**src/rtl/mem_port_responder.sv**
```systemverilog
// Serialises the pipeline's instruction and data memory requests onto one
// backing-memory port, returning both responses together in a single pulse.
module mem_port_responder #(
    parameter int unsigned ADDR_W = 32,
    parameter int unsigned DATA_W = 32,
    localparam int unsigned MBE_W = DATA_W / 8
) (
    input  logic              clk,
    input  logic              rst,
    input  logic              inst_read,
    input  logic [ADDR_W-1:0] inst_addr,
    output logic              inst_resp,
    output logic [DATA_W-1:0] inst_rdata,
    input  logic              data_read,
    input  logic              data_write,
    input  logic [MBE_W-1:0]  data_mbe,
    input  logic [ADDR_W-1:0] data_addr,
    input  logic [DATA_W-1:0] data_wdata,
    output logic              data_resp,
    output logic [DATA_W-1:0] data_rdata,
    output logic              mem_read,
    output logic              mem_write,
    output logic [ADDR_W-1:0] mem_addr,
    output logic [DATA_W-1:0] mem_wdata,
    output logic [MBE_W-1:0]  mem_mbe,
    input  logic [DATA_W-1:0] mem_rdata,
    input  logic              mem_resp
);

    typedef enum logic [1:0] {IDLE, DATA, INST, RESP} state_t;

    state_t            state;
    logic              want_inst;
    logic              inst_done;
    logic              data_done;
    logic [ADDR_W-1:0] i_addr;
    logic [DATA_W-1:0] ibuf;
    logic [DATA_W-1:0] dbuf;

    assign inst_rdata = ibuf;
    assign data_rdata = dbuf;

    always_ff @(posedge clk) begin
        if (rst) begin
            state     <= IDLE;
            want_inst <= 1'b0;
            inst_done <= 1'b0;
            data_done <= 1'b0;
            i_addr    <= '0;
            ibuf      <= '0;
            dbuf      <= '0;
            inst_resp <= 1'b0;
            data_resp <= 1'b0;
            mem_read  <= 1'b0;
            mem_write <= 1'b0;
            mem_addr  <= '0;
            mem_wdata <= '0;
            mem_mbe   <= '0;
        end else begin
            inst_resp <= 1'b0;
            data_resp <= 1'b0;
            case (state)
                IDLE: begin
                    // The resp pulse lands while we are back in IDLE and the
                    // requester still holds its requests; skip that cycle.
                    if (!(inst_resp || data_resp)) begin
                        if (data_read || data_write) begin
                            want_inst <= inst_read;
                            i_addr    <= inst_addr;
                            mem_read  <= !data_write;
                            mem_write <= data_write;
                            mem_addr  <= data_addr;
                            mem_wdata <= data_wdata;
                            mem_mbe   <= data_write ? data_mbe : '1;
                            state     <= DATA;
                        end else if (inst_read) begin
                            i_addr    <= inst_addr;
                            mem_read  <= 1'b1;
                            mem_addr  <= inst_addr;
                            mem_mbe   <= '1;
                            state     <= INST;
                        end
                    end
                end
                DATA: begin
                    if (mem_resp) begin
                        if (!mem_write)
                            dbuf <= mem_rdata;
                        data_done <= 1'b1;
                        mem_read  <= 1'b0;
                        mem_write <= 1'b0;
                        state     <= want_inst ? INST : RESP;
                    end
                end
                INST: begin
                    // Entered from DATA with the port idle: spend one cycle
                    // re-issuing the captured fetch so the beats never merge.
                    if (!mem_read) begin
                        mem_read <= 1'b1;
                        mem_addr <= i_addr;
                        mem_mbe  <= '1;
                    end else if (mem_resp) begin
                        ibuf      <= mem_rdata;
                        inst_done <= 1'b1;
                        mem_read  <= 1'b0;
                        state     <= RESP;
                    end
                end
                RESP: begin
                    inst_resp <= inst_done;
                    data_resp <= data_done;
                    inst_done <= 1'b0;
                    data_done <= 1'b0;
                    want_inst <= 1'b0;
                    state     <= IDLE;
                end
                default: state <= IDLE;
            endcase
        end
    end

endmodule

```
**config.mk**
```make
export PLATFORM = sky130hd
export DESIGN_NAME = mem_port_responder
export DESIGN_NICKNAME = d
export VERILOG_FILES = /design/src/rtl/mem_port_responder.sv
export SDC_FILE = /design/constraint.sdc
export NUM_CORES = 1
export LEC_CHECK = 0
export ABC_AREA = 1
export BUFFER_PORTS_ARGS = -buffer_cell sky130_fd_sc_hd__buf_2
export CAP_MARGIN = 10
export CORE_MARGIN = 3
export CORE_UTILIZATION = 30
export DETAILED_ROUTE_END_ITERATION = 16
export MAX_ROUTING_LAYER = met4
export PLACE_DENSITY_LB_ADDON = 0.1
export SYNTH_ARGS = -nofsm -noshare
export SYNTH_HDL_FRONTEND = slang
export SYNTH_SLANG_ARGS = --single-unit
```
**constraint.sdc**
```tcl
create_clock -name clk -period 1.65 [get_ports clk]
set_input_delay 0.33 -clock clk [delete_from_list [all_inputs] [get_ports clk]]
set_output_delay 0.33 -clock clk [all_outputs]
set_load 0.1 [all_outputs]
```
Yosys cells after proc, flatten, opt, wreduce, memory -nomap -nowiden --
Index checks and enable logic that the tools add are counted.
Storage, ports and cells: input port bits 138, register bits 173, logic and storage cells 87, output and inout bits 136
Cells by class: bitwise operators 3, muxes and demuxes 37, reduce and logical (&&, ||, !) cells 23, equal/unequal tests 10
Operator list (number):
- $mux W32 | 5
- $pmux W32 S2 | 1
- $mux W4 | 5
- $reduce_and A3 Y1 | 6
- $mux W1 | 13
- $mux W2 | 6
- $ne A2 B2 Y1 const B | 6
- $reduce_and A4 Y1 | 3
- $reduce_bool A2 Y1 | 6
- $pmux W1 S2 | 4
- $pmux W2 S4 | 1
- $pmux W4 S2 | 1
- $reduce_and A5 Y1 | 1
- $eq A2 B2 Y1 const B | 2
- $ne A3 B3 Y1 const B | 1
- $not A1 Y1 | 3
- $pmux W1 S3 | 1
- $reduce_bool A3 Y1 | 1
- $eq A2 B1 Y1 const B | 1
- $logic_not A2 Y1 | 1
- $logic_or A1 B1 Y1 | 2
- $reduce_and A2 Y1 | 1
- $reduce_or A2 Y1 | 1
- $logic_not A1 Y1 | 1

Depth between registers and ports, before layout --
depth in word-level cells 4, gate-level depth with buffers 10, gate-level depth less buffers 10

Worst setup path before layout --
OpenSTA, ideal clock, no wires.
kind register -> register, from reg mem_read, to reg ibuf[23], in the netlist inst_rdata[23], cell stages (with the launch flop) 5, arrival time 1832 ps, path buffers 1, required time 1522 ps, setup slack -310 ps, setup time 128 ps, period minus slack after synthesis 1960 ps, cell sequence dfxtp_1 > nand3_1 > clkbuf_1 > o21ai_0 > a21oi_1
Between the ends: word-level cells in the longest chain between the ends 1
Ends and longest elaborated chain:
- start, declared | line 21 | output logic mem_read,
- start signal, assigned | line 70 | mem_read <= !data_write;
- $reduce_and A3 Y1 (no source line)
- end signal, assigned | line 103 | ibuf <= mem_rdata;
- end, declared | line 37 | logic [DATA_W-1:0] ibuf;
No other way between the ends. A chain may end at the register's enable or synchronous reset.

Worst setup path in the final report --
from reg mem_addr[28], to out mem_addr[28]
RTL lines:
- start, declared | line 23 | output logic [ADDR_W-1:0] mem_addr,
- start signal, assigned | line 72 | mem_addr <= data_addr;
- start signal, assigned | line 79 | mem_addr <= inst_addr;
- start signal, assigned | line 100 | mem_addr <= i_addr;
No word-level cell between the ends.

==> flow_summary_export.csv <==
group,metric,value,unit
route,routed_wl,24100,microns
clock_network,clockBufferDepth,2,
synthesis,yosysMostFrequentCell,"nand2_1",
synthesis,avgSynthCellArea,6.68,sq um
clock_network,cts_buffers,17,
power_and_ir_drop,leakage,5.42,nW
placed_design,io_buffers,273,
grt,grt_max_degree,39,
hold_path,min_from,"mem_rdata[17]",
power_and_ir_drop,total_power,23.0,mW
synthesis,netlist_area,0.00755,sq mm
synthesis,synthTopCellsByArea,"dfxtp_1, nand2_1, nor2_1",
worst_setup_path,cp_max_fo,2,
finish,drive_gt1_share,26.9,%
die,io_pins,274,
synthesis,async_flop_share,0,%
sta,skew,0.0159,ns
sta,layout_min_cycle_time,1.58,ns
route,wl_per_cell,13.8,microns
clock_network,cts_tree,"yes",
synthesis,yosys.area.top_type,"dfxtp_1",
die,fp.dieW,165,microns
worst_setup_path,critPathLaunchType,"register",
grt,antenna_found_initial,2,
worst_setup_path,r2r_slack,0.10,ns
power_and_ir_drop,p_per_area,2230,mW/mm^2
synthesis,synth_edf_count,0,
placed_design,globalplace.congestion,0.808,
finish,fill_cells,2665,
synthesis,ys_seq_area_share,45.9,%
die,start_util,30.8,%
synthesis,synth_cell_type_count,23,
synthesis,synth_flop_cell,"dfxtp_1",
grt,grt_pass1_vias,6966,
grt,track_usage,17.2,%
worst_setup_path,cp_top_family,"buffers and inverters",
sta,max-slew-margin-rel,64.6,%
worst_setup_path,r2r-start,"state[0]",
sta,fin_tns_setup,0,ns
worst_setup_path,required,1.32,ns
worst_setup_path,crit_path_end_kind,"primary output",
synthesis,yosys_warnings,0,
route,drt_iter0_markers,411,
synthesis,synth_common_cells,"nand2_1, nor2_1, dfxtp_1",
route,vias_per_cell,4.33,
route,final_antenna_net_count,0,
clock_network,cts_sinks,173,
worst_setup_path,cpPeakStageDelay,0.44,ns
die,dieArea,0.0271,sq mm
worst_setup_path,path_buf_inv,1,
die,row_count,57,
sta,grt_setup_unrepaired,"false",
clock_network,h-tree-depth,4,
worst_setup_path,path_class,"reg2out",
die,die_h,165,microns
power_and_ir_drop,vdd_drop_max,0.000858,V
worst_setup_path,critical_path_arrival,1.25,ns
synthesis,syn_nets,1273,
synthesis,synth_cells,1130,
route,dr_total_vias,7546,
sta,slew_viol_final,0,
hold_path,hp-class,"in2reg",
sta,fin_crit_sh,95.7,%
worst_setup_path,worstPathCellList,"buf_2",
sta,worst_slew_pin_slew,0.534,ns
route,firstDrtPassIters,4,
clock_network,clock_latency,0.44,ns
clock_network,clkSlewWorstSetupHoldPaths,0.08,ns
clock_network,cts-root-buf,"clkbuf_16",
sta,setup_viol,0,
synthesis,synth_top_area_share,45.9,%
status,status,"finished, final reports clean",
worst_setup_path,slowest_stage,"buf_2",
placed_design,dpl.hpwl,15900,microns
grt,grt_pass1_wl,36100,microns
job,maxCapViolations,0,
die,fp.coreArea,0.0245,sq mm
route,drc,0,
finish,final_nets,1548,
sta,hold_violations,0,
finish,area_growth,36.7,%
sta,fmax,634,MHz
grt,grt_remaining_overflow,0,
synthesis,synth-seq-cells,173,
worst_setup_path,crit_start,"mem_addr[28]",
## layer usage
layer | GRT usage (%) | share of wire [%]
met1 | 21.9 | 47
met5 | - | 0
met4 | 4.73 | 1.3
met2 | 26.9 | 45
met3 | 4.82 | 6.8
## power by group
part           switching [mW]  leakage, nW  total (mW)  internal (mW)
combinational            9.57         3.68        12.6           2.99
clock                    2.06        0.318        4.44           2.38
sequential              0.584         1.42        5.96           5.37
total                    12.2         5.42        23.0           10.7
## placed cells by master, fill, tap and decap left out, types with 4 or more instances in the layout
cell	Yosys	routed
nand3_1	68	67
buf_12	0	13
clkbuf_16	0	21
nand2_2	1	4
o21ai_0	100	98
buf_6	7	4
inv_1	144	142
dfxtp_1	173	169
buf_2	25	271
nor2_1	225	222
nand2_1	263	260
inv_2	6	5
buf_4	7	31
a21oi_1	70	70
clkinv_8	0	5
## worst register-to-register path, cell delays in order (launching register included)
cell and delay [ns]:
dfxtp_4 0.36, inv_2 0.11, ha_4 0.17, inv_4 0.04, nor2_1 0.07, nand2_1 0.10, nand3_4 0.10, buf_12 0.15
clkbuf_16 0.20, nand2_1 0.06, nand2_1 0.05, nor2_1 0.03
## through the flow
stage	hold slack (ns)	setup slack, ns	instance area, sq um	std cells	util (%)
after floorplan	0.413	0.0245	7550	1130	-
after global placement	0.429	-0.0121	9360	1693	38.1
after detailed placement	0.432	-0.104	9360	1693	38.1
after CTS	0.0981	0.0350	10000	1725	40.9
after global routing	0.117	0.0125	10300	1744	42.1
final	0.126	0.0715	10300	1744	42.1
## path summary, 6_finish.rpt
path              cells past startpoint              to
setup / recovery                      1    mem_addr[28]
hold / removal                        3  data_rdata[17]
setup reg to reg                     11    mem_addr[23]
hold reg to reg                       2   inst_rdata[3]
## registers in the layout, indices dropped and copies added (netlist names)
register and count:
data_rdata 32, i_addr 32, inst_rdata 32, mem_addr 32, mem_wdata 32, mem_mbe 4
state 2, data_done 1, data_resp 1, inst_done 1, inst_resp 1, mem_read 1
mem_write 1, want_inst 1
## cell families (layout without fill, tap and decap cells)
logic type,Yosys count,after routing,synth area share [%]
compound gates,172,172,11.5
fa+ha+maj,5,5,0.829
buf+inv,217,505,12.3
flops,173,173,45.9
other cells,0,2,0
simple gates,563,563,29.5
## what timing repair did
item	4_1_cts	5_1_grt
setup buffers	0	10
hold buffers	0	0
resized for setup	5	20
setup endpoints to repair	66	130
cloned	0	7
pin swaps	0	3
## cell type report
type | instances | area (sq um) | area share (%)
Sequential cell | 173 | 3470 | 33.6
Multi-Input combinational cell | 740 | 3210 | 31.1
Timing Repair Buffer | 323 | 1990 | 19.3
Inverter | 150 | 573 | 5.55
Clock buffer | 17 | 425 | 4.12
Tap cell | 324 | 405 | 3.93
Clock inverter | 15 | 234 | 2.27
Antenna cell | 2 | 5.00 | 0.0485
No activity file was read; power rests on OpenSTA's default activity.
